### src/rtl/vx_mchan_fifo_queue.sv
// Multi-channel FIFO: NUM_CH independent DEPTH-entry queues sharing one storage array,
// with per-channel flush and registered overflow/underflow error pulses.
module vx_mchan_fifo_queue #(
  parameter int NUM_CH    = 4,
  parameter int DATAW     = 32,
  parameter int DEPTH     = 8,
  parameter int ALM_FULL  = DEPTH - 1,
  parameter int ALM_EMPTY = 1,
  localparam int CHW      = (NUM_CH > 1) ? $clog2(NUM_CH) : 1,
  localparam int SIZEW    = $clog2(DEPTH + 1)
) (
  input  logic                    clk,
  input  logic                    reset_n,
  input  logic                    push,
  input  logic [CHW-1:0]          push_ch,
  input  logic [DATAW-1:0]        data_in,
  input  logic                    pop,
  input  logic [CHW-1:0]          pop_ch,
  output logic [DATAW-1:0]        data_out,
  input  logic [NUM_CH-1:0]       flush,
  output logic [NUM_CH-1:0]       empty,
  output logic [NUM_CH-1:0]       full,
  output logic [NUM_CH-1:0]       alm_empty,
  output logic [NUM_CH-1:0]       alm_full,
  output logic [NUM_CH*SIZEW-1:0] size,
  output logic                    push_err,
  output logic                    pop_err
);

  localparam int PTRW = $clog2(DEPTH);

  logic [DATAW-1:0] mem    [NUM_CH*DEPTH];
  logic [PTRW-1:0]  wr_ptr [NUM_CH];
  logic [PTRW-1:0]  rd_ptr [NUM_CH];
  logic [SIZEW-1:0] size_q [NUM_CH];

  logic push_ok, pop_ok, push_drop, pop_drop;

  // A full channel still accepts a push when the same channel is popped this cycle.
  always_comb begin
    push_ok   = 1'b0;
    pop_ok    = 1'b0;
    push_drop = 1'b0;
    pop_drop  = 1'b0;
    if (push && !flush[push_ch]) begin
      push_ok   = !full[push_ch] || (pop && (pop_ch == push_ch));
      push_drop = !push_ok;
    end
    if (pop && !flush[pop_ch]) begin
      pop_ok   = !empty[pop_ch];
      pop_drop = empty[pop_ch];
    end
  end

  always_comb begin
    empty     = '0;
    full      = '0;
    alm_empty = '0;
    alm_full  = '0;
    size      = '0;
    for (int unsigned c = 0; c < NUM_CH; c++) begin
      empty[c]               = (size_q[c] == '0);
      full[c]                = (size_q[c] == SIZEW'(DEPTH));
      alm_empty[c]           = (size_q[c] <= SIZEW'(ALM_EMPTY));
      alm_full[c]            = (size_q[c] >= SIZEW'(ALM_FULL));
      size[c*SIZEW +: SIZEW] = size_q[c];
    end
  end

  assign data_out = mem[{pop_ch, rd_ptr[pop_ch]}];

  always_ff @(posedge clk) begin
    if (push_ok)
      mem[{push_ch, wr_ptr[push_ch]}] <= data_in;
  end

  always_ff @(posedge clk or negedge reset_n) begin
    if (!reset_n) begin
      for (int unsigned c = 0; c < NUM_CH; c++) begin
        wr_ptr[c] <= '0;
        rd_ptr[c] <= '0;
        size_q[c] <= '0;
      end
      push_err <= 1'b0;
      pop_err  <= 1'b0;
    end else begin
      for (int unsigned c = 0; c < NUM_CH; c++) begin
        if (flush[c]) begin
          wr_ptr[c] <= '0;
          rd_ptr[c] <= '0;
          size_q[c] <= '0;
        end else begin
          if (push_ok && (push_ch == CHW'(c)))
            wr_ptr[c] <= wr_ptr[c] + 1'b1;
          if (pop_ok && (pop_ch == CHW'(c)))
            rd_ptr[c] <= rd_ptr[c] + 1'b1;
          case ({push_ok && (push_ch == CHW'(c)), pop_ok && (pop_ch == CHW'(c))})
            2'b10:   size_q[c] <= size_q[c] + 1'b1;
            2'b01:   size_q[c] <= size_q[c] - 1'b1;
            default: size_q[c] <= size_q[c];
          endcase
        end
      end
      push_err <= push_drop;
      pop_err  <= pop_drop;
    end
  end

  a_push_ch_range : assert property (@(posedge clk) disable iff (!reset_n)
    push |-> (32'(push_ch) < NUM_CH));
  a_pop_ch_range : assert property (@(posedge clk) disable iff (!reset_n)
    pop |-> (32'(pop_ch) < NUM_CH));

endmodule

### config.mk
export PLATFORM = sky130hd
export DESIGN_NAME = vx_mchan_fifo_queue
export DESIGN_NICKNAME = d
export VERILOG_FILES = /design/src/rtl/vx_mchan_fifo_queue.sv
export SDC_FILE = /design/constraint.sdc
export NUM_CORES = 1
export LEC_CHECK = 0
export ABC_AREA = 1
export ABC_CLOCK_PERIOD_IN_PS = 3140
export BUFFER_PORTS_ARGS = -buffer_cell sky130_fd_sc_hd__buf_2
export CAP_MARGIN = 20
export CORE_AREA = 2 2 402 404
export CTS_CLUSTER_DIAMETER = 100
export DETAILED_ROUTE_END_ITERATION = 6
export DIE_AREA = 0 0 404 406
export HOLD_SLACK_MARGIN = 0.08
export PLACE_DENSITY_LB_ADDON = 0.25
export SLEW_MARGIN = 30
export SYNTH_ARGS = -nofsm -noshare
export SYNTH_HDL_FRONTEND = slang
export SYNTH_SLANG_ARGS = --single-unit
### constraint.sdc
create_clock -name clk -period 3.14 [get_ports clk]
set_input_delay 0.628 -clock clk [delete_from_list [all_inputs] [get_ports clk]]
set_output_delay 0.628 -clock clk [all_outputs]
set_load 0.03 [all_outputs]
==> flow_metrics.py, run 1 <==
metrics = {
    "sta": {
        "setup-tns-final_ps": -11410,
        "skew_ps": 33.42,
        "worst_slack_ps": -416.5,
        "finalHoldViolations": 0,
        "grt_setup_unrepaired": "yes",
        "final_max_slew_viol_count": 0,
        "slew_headroom_pct": 32.58,
        "whs_ps": 156.7,
        "setup_violations": 32,
        "period_minus_slack_ps": 3557,
        "finalCritPeriodShare_pct": 113.3,
        "clock.fmax_mhz": 281.2,
        "worst_pin_slew_ps": 1011,
    },
    "worst_setup_path": {
        "critPathMaxStageDelay_ps": 350,
        "ff2ff_setup_slack_ps": 380,
        "crit_start": "rd_ptr[3]",
        "critPathMaxFanout": 11,
        "worst_setup_path_start_kind": "flip-flop",
        "r2r_start": "size[12]",
        "path_delay_family": "buffers and inverters",
        "cp.arrival_ps": 2930,
        "r2r_end": "mem[19][8]",
        "setup.worst_path.end_class": "primary output",
        "crit_buf_inv": 7,
        "critPathKind": "reg -> out",
        "ff2ff_path_depth": 13,
        "critical_path.cell_chain": "inv_2 > o21ai_4 > nand2_8 > buf_12 > buf_16 > buf_16 > buf_8 > nand3_1 > nand2_1 > nand2_1 > nand3_2 > nand3_4 > nand2_2 > inv_1 > nand2_2 > buf_6",
        "crit_slowest_cell": "dfrtp_1",
        "crit_required_ps": 2510,
    },
    "placed_design": {
        "hpwl_mm": 86.07,
        "globalplace.congestion": 0.7843,
        "io_buffers": 109,
    },
    "route": {
        "drc": 0,
        "drtAntennaViolNets": 0,
        "drt_iter0_drc": 3358,
        "vias": 34420,
        "viasPerCell": 4.966,
        "finalWirelength_mm": 164.3,
        "dr.pass1.iters": 6,
        "wl_per_cell_um": 23.70,
    },
    "yosys": {
        "synthMuxAreaShare_pct": 0,
        "synth_area_leaders": "edfxtp_1 65%, nand3_1 10%, nand2_1 8.1%",
        "synth_edf_count": 1024,
        "synthesis.area_um2": 47560,
        "yosys_warnings": 0,
        "synth_top_family_by_area": "simple AND/OR/NAND/NOR gates",
        "synth.most_common_cell": "nand2_1",
        "ys_async_sr_fraction_pct": 3.940,
        "syn_nets": 4441,
        "netlist.area_leader.share_pct": 64.66,
        "synth.avg_cell_area_um2": 10.87,
        "seq_area_frac_synth_pct": 66.87,
        "synthAdderAreaFrac_pct": 0.5262,
        "synth_cell_type_count": 38,
        "yosys.area_share.simple_pct": 24.58,
        "ys_seq_elements": 1066,
        "synthXorXnorAreaFrac_pct": 0.3867,
        "syn_inst": 4377,
        "synth_common_cells": "1029 x nand2_1, 1024 x edfxtp_1, 979 x nand3_1",
        "yosysTopAreaCell": "edfxtp_1",
        "ys.flop_type": "edfxtp_1",
        "synth_compound_area_share_pct": 0.6498,
    },
    "clocking": {
        "clkLatencyLatePin_ps": 750,
        "ctsHtreeMaxLevel": 3,
        "numCtsBuffers": 116,
        "cts.sinks": 1066,
        "cts_root_buffer": "clkbuf_16",
        "path_clk_slew_ps": 60,
        "cts_max_path_buffers": 3,
        "tritoncts": "built",
    },
    "cells_and_area": {
        "layout-area-overhead-vs-synth_pct": 27.65,
        "seq_area_um2": 31800,
        "fillers": 15420,
        "drive_above_1_share_pct": 19.41,
        "fin_nets": 4813,
        "multiInputGateArea_um2": 13420,
        "finish.utilization_pct": 38.02,
    },
    "power_and_ir_drop": {
        "irDropWorstVdd_uv": 428.5,
        "leakagePower_nw": 23.89,
        "power_mw": 33.77,
        "power_density_nw_per_um2": 556.3,
    },
    "global_route": {
        "gr-total-overflow": 0,
        "grtUsageMet1_pct": 28.74,
        "grtUsageMet2_pct": 31.12,
        "antenna_found_initial": 22,
        "grt_util_met3_pct": 2.798,
        "grt_pass1_wl_mm": 235.8,
        "grt_pass1_vias": 32960,
        "grtUsageTotal_pct": 19.74,
        "busiest_layer": "met2",
        "grt_max_degree": 43,
    },
    "floorplan": {
        "start_util_pct": 29.79,
        "die-area_um2": 164000,
        "rows": 147,
        "coreArea_um2": 159600,
        "die_h_um": 406,
        "ioPinCount": 110,
        "die_w_um": 404,
    },
    "run_status": {
        "status": "finished with violations",
        "violations": "setup timing",
    },
    "hold_path": {
        "hold_end": "wr_ptr[9]",
        "hold_class": "in -> reg",
        "min_path_cells": 2,
        "hold_start": "flush[0]",
    },
    "run": {
        "maxCapViolCount": 0,
    },
}
-- stage by stage --
step	setup WS [ps]	instance area, µm²	std cells
detailed placement	-466.3	53500	6607
floorplan	-400.7	47560	4377
global placement	-484.2	53490	6607
finish	-416.5	60710	6932
global route	-562.9	60700	6930
CTS	-466.5	59960	6904
-- flip-flops by register name, indices dropped and copies added, names as in the netlist --
register  cells
pop_err       1
wr_ptr       12
size         16
rd_ptr       12
mem        1024
push_err      1
-- routing by layer --
metal | wire (µm) | up-vias
met3 | 11410 | 215
li1 | - | 15760
met4 | 3141 | 6
met2 | 75080 | 1228
met5 | 34 | -
met1 | 74610 | 17210
-- cell type report --
| type | count | area share [%] |
|---|---|---|
| inverters | 515 | 3.236 |
| diodes | 3 | 0.01237 |
| multi-input cells | 2523 | 22.11 |
| flip-flops and latches | 1066 | 52.38 |
| clock buffers | 141 | 5.112 |
| repair buffers | 527 | 11.61 |
| clock inverters | 71 | 1.237 |
| well taps | 2086 | 4.299 |
-- worst max path at each step --
stage / cells past startpoint / slack (ps) / endpoint
after CTS: 16 / -470 / data_out[20]
after detailed placement: 17 / -470 / data_out[30]
after global routing: 17 / -560 / data_out[2]
final: 16 / -420 / data_out[30]
after floorplan: 11 / -400 / mem[0][0]
after global placement: 17 / -480 / data_out[30]
-- power breakdown --
part | total (mW) | internal [mW] | switching (mW)
clock network | 14.0 | 8.21 | 5.78
logic | 4.04 | 1.52 | 2.51
registers | 15.7 | 15.7 | 0.0595
total | 33.8 | 25.4 | 8.36
-- cell usage in the layout, fill, tap and decap left out, types with 3 or more instances in the layout --
| master | count |
|---|---|
| edfxtp_1 | 1024 |
| nand2_1 | 962 |
| nand3_1 | 902 |
| inv_1 | 466 |
| nand3b_1 | 320 |
| buf_4 | 187 |
| clkbuf_16 | 134 |
| buf_12 | 123 |
| nand3_2 | 80 |
| buf_2 | 76 |
| buf_6 | 59 |
| nand2_2 | 49 |
| buf_16 | 47 |
| inv_2 | 43 |
| dfrtp_1 | 42 |
| nor2_1 | 39 |
| nor2_4 | 36 |
| clkinv_1 | 33 |
| nand2_4 | 22 |
| ha_1 | 20 |
| clkbuf_1 | 20 |
| clkinv_2 | 18 |
| o21ai_0 | 16 |
| bufinv_16 | 15 |
| xor2_1 | 14 |
| a21oi_1 | 12 |
| bufbuf_16 | 11 |
| buf_8 | 10 |
| xnor2_1 | 7 |
| o21a_1 | 7 |
| nor2_2 | 6 |
| nand4_1 | 5 |
| nand2_8 | 4 |
| a211oi_1 | 4 |
| diode_2 | 3 |
| o21ai_4 | 3 |
| nor3_1 | 3 |
| clkinvlp_4 | 3 |
-- what timing repair did --
action / CTS / global route
gates resized for setup: 267 / 128
hold endpoints to repair: 42 / 0
pin swaps: 82 / 102
hold buffers: 1 / 0
gates cloned: 44 / 13
setup buffers: 41 / 22
setup endpoints to repair: 32 / 32
-- cells by family after synthesis --
family / after synthesis
buffers and inverters: 789
xor gates and xnor gates: 21
DFF: 1066
adders and majority gates: 20
and+or+nand+nor: 2431
AOI/OAI and AO/OA: 50
No activity file was read; power rests on OpenSTA's default activity.
==> run 2: changes to the inputs <==
--- a/config.mk
+++ b/config.mk
@@ -5,14 +5,13 @@
 export SDC_FILE = /design/constraint.sdc
 export NUM_CORES = 1
 export LEC_CHECK = 0
-export ABC_AREA = 1
 export ABC_CLOCK_PERIOD_IN_PS = 3140
 export BUFFER_PORTS_ARGS = -buffer_cell sky130_fd_sc_hd__buf_2
 export CAP_MARGIN = 20
-export CORE_AREA = 2 2 402 404
+export CORE_AREA = 2 2 378 380
 export CTS_CLUSTER_DIAMETER = 100
 export DETAILED_ROUTE_END_ITERATION = 6
-export DIE_AREA = 0 0 404 406
+export DIE_AREA = 0 0 380 382
 export HOLD_SLACK_MARGIN = 0.08
 export PLACE_DENSITY_LB_ADDON = 0.25
 export SLEW_MARGIN = 30
==> run 2 against run 1 <==
The flow still finishes with violations (setup timing). Die area is 12% lower. Final area shrank 13%. Critical path depth down 6. Synthesized area down 11%. Worst hold slack improved by 140 ps. Core utilization fell by 0.72 points. Clock skew fell by 18 ps. Setup slack worse by 810 ps. Sequential cell count did not move. Critical path type unchanged.
==> flow_metrics.py, run 2 <==
metrics = {
    "yosys": {
        "netlist.area_leader.share_pct": 72.99,
        "synth.avg_cell_area_um2": 18.43,
        "seq_area_frac_synth_pct": 75.48,
        "yosys_warnings": 0,
        "ys_seq_elements": 1066,
        "synth_common_cells": "1024 x edfxtp_1, 296 x mux2i_1, 125 x o22ai_1",
        "ys_async_sr_fraction_pct": 3.940,
        "ys.flop_type": "edfxtp_1",
        "synth_cell_type_count": 57,
        "syn_nets": 2350,
        "synth.most_common_cell": "edfxtp_1",
        "syn_inst": 2286,
        "yosysTopAreaCell": "edfxtp_1",
        "synth_edf_count": 1024,
        "synthesis.area_um2": 42130,
        "synth_area_leaders": "edfxtp_1 73%, mux2i_1 7.0%, mux4_2 5.6%",
    },
    "sta": {
        "setup_violations": 32,
        "finalCritPeriodShare_pct": 139.0,
        "finalHoldViolations": 0,
        "period_minus_slack_ps": 4363,
        "worst_slack_ps": -1223,
        "skew_ps": 15.73,
        "final_max_slew_viol_count": 0,
        "grt_setup_unrepaired": "yes",
        "clock.fmax_mhz": 229.2,
        "slew_headroom_pct": 55.05,
        "setup-tns-final_ps": -36920,
        "worst_pin_slew_ps": 674.2,
    },
    "power_and_ir_drop": {
        "internal_power_mw": 23.75,
        "p_sw_mw": 7.080,
        "pwr-share-seq_pct": 51.4,
        "power_mw": 30.83,
        "p_comb_share_pct": 8.5,
        "leakagePower_nw": 16.39,
        "clock_power_share_pct": 40.2,
        "power_density_nw_per_um2": 586.5,
        "swShare_pct": 22.97,
        "irDropWorstVdd_uv": 434.7,
    },
    "route": {
        "drt_iter0_drc": 1841,
        "wl_per_cell_um": 25.57,
        "viasPerCell": 5.000,
        "finalWirelength_mm": 117.9,
        "dr.pass1.iters": 5,
        "drc": 0,
        "vias": 23060,
        "drtAntennaViolNets": 0,
    },
    "global_route": {
        "antenna_found_initial": 11,
        "grt_max_degree": 63,
        "grt_pass1_wl_mm": 168.5,
        "grt_pass1_vias": 23410,
        "grtUsageTotal_pct": 15.96,
        "gr-total-overflow": 0,
    },
    "placed_design": {
        "hpwl_mm": 69.26,
        "globalplace.congestion": 0.7769,
        "pre_cts_ws_ps": -1100,
        "post_dp_cell_area_um2": 47740,
        "io_buffers": 109,
    },
    "floorplan": {
        "coreArea_um2": 140900,
        "start_util_pct": 29.90,
        "die_w_um": 380,
        "die-area_um2": 145200,
        "rows": 138,
        "die_h_um": 382,
        "ioPinCount": 110,
    },
    "worst_setup_path": {
        "r2r_end": "mem[24][5]",
        "ff2ff_setup_slack_ps": 80,
        "ff2ff_path_depth": 10,
        "critPathKind": "reg -> out",
        "crit_buf_inv": 4,
        "crit_required_ps": 2510,
        "critPathMaxStageDelay_ps": 630,
        "worst_setup_path_start_kind": "flip-flop",
        "path_delay_family": "multiplexers",
        "setup.worst_path.end_class": "primary output",
        "crit_slowest_cell": "mux4_4",
        "cp.arrival_ps": 3740,
        "critical_path.cell_chain": "mux4_4 > buf_12 > buf_4 > buf_16 > mux2i_1 > o22ai_1 > or4_4 > a221oi_4 > o21ai_4 > buf_6",
        "critPathMaxFanout": 10,
        "r2r_start": "size[5]",
    },
    "clocking": {
        "clkLatencyLatePin_ps": 700,
        "cts_max_path_buffers": 3,
        "cts_root_buffer": "clkbuf_16",
        "cts.sinks": 1066,
        "path_clk_slew_ps": 60,
        "numCtsBuffers": 107,
        "tritoncts": "built",
        "ctsHtreeMaxLevel": 3,
    },
    "run": {
        "maxCapViolCount": 0,
    },
    "cells_and_area": {
        "final_common_cell": "edfxtp_1",
        "largest_register_ffs": 1024,
        "final_cell_mix": "1024 x edfxtp_1, 277 x mux2i_1, 138 x buf_4",
        "fin_nets": 2693,
        "postLayoutCellArea_um2": 52570,
        "layout-area-overhead-vs-synth_pct": 24.77,
        "fillers": 13040,
        "drive_above_1_share_pct": 29.87,
    },
    "run_status": {
        "status": "finished with violations",
        "violations": "setup timing",
    },
    "hold_path": {
        "min_path_cells": 3,
        "hold_class": "in -> reg",
        "hold_start": "flush[3]",
        "hold_end": "wr_ptr[0]",
    },
}
[run 2: cell count changes in the layout (fill, tap and decap cells not counted), sizes merged, moves of 43 or more]
cell and delta:
nand3 -970, mux4 +104, o22ai +122, nand2 -946, inv -496, buf -139, a31oi +43, mux2i +297
nand3b -305
[run 2: layout make-up]
class,instances,area (µm²),share of cell area (%)
inverter,14,52.55,0.09997
antenna,4,10.01,0.01904
clock buffer,134,2810,5.346
multi-input combinational,1070,10610,20.18
timing repair buffer,370,4342,8.260
tap,1890,2365,4.499
clock inverter,64,570.5,1.085
sequential,1066,31810,60.52
[run 2: worst max path at each step]
stage | start | endpoint | slack, ps | cells after the start
6_report | rd_ptr[1] | data_out[31] | -1220 | 10
3_3_place_gp | pop_ch[1] | data_out[21] | -1080 | 10
5_1_grt | rd_ptr[1] | data_out[3] | -1350 | 10
4_1_cts | rd_ptr[1] | data_out[13] | -1290 | 10
3_5_place_dp | pop_ch[1] | data_out[21] | -1100 | 10
2_1_floorplan | pop_ch[1] | data_out[20] | -260 | 10
[run 2: per-stage QoR]
stage | hold WS [ps] | cells | utilization, %
finish | 292.8 | 4612 | 37.31
global route | 267.3 | 4608 | 37.30
CTS | 239.2 | 4603 | 37.11
detailed placement | 547.1 | 4380 | 33.88
global placement | 537.8 | 4380 | 33.88
floorplan | 332.4 | 2286 | -
[run 2: repair_timing]
item                       in CTS  in global routing
gates resized for setup       157                 38
hold endpoints to repair       42                  0
hold buffers                    1                  0
gates cloned                   11                  2
setup endpoints to repair      32                 32
pin swaps                      36                 27
buffers inserted               13                  4
[run 2: routing by layer]
layer	track usage [%]	wire [µm]	vias up
li1	-	-	9998
met1	21.34	51700	12290
met2	27.51	59260	619
met3	2.472	4952	152
met4	3.211	2000	0
met5	0	0	-
[run 2: cells by family after synthesis]
group,after synthesis,share of synthesized area [%]
flops,1066,75.48
compound gates,303,5.215
xor+xnor,22,0.4574
simple gates,320,3.900
fa+ha+maj,21,0.6177
buf+inv,150,1.622
mux,404,12.71
[run 2: worst reg2reg max path, cell delays in order (launching register included)]
cell	delay [ps]
dfrtp_2	420
inv_2	70
ha_2	210
nand3b_1	170
inv_2	60
mux4_2	540
a21oi_4	200
or3b_1	410
buf_12	180
nor2_4	190
buf_12	270
[run 2: power groups by stage]
stage	combinational (mW)	sequential [mW]	clock, mW
final	2.61	15.8	12.4
after floorplan	1.29	16.2	0
after global routing	2.78	15.8	13.2
after detailed placement	2.47	16.1	0
after CTS	2.62	15.8	12.7
after global placement	2.41	16.1	0
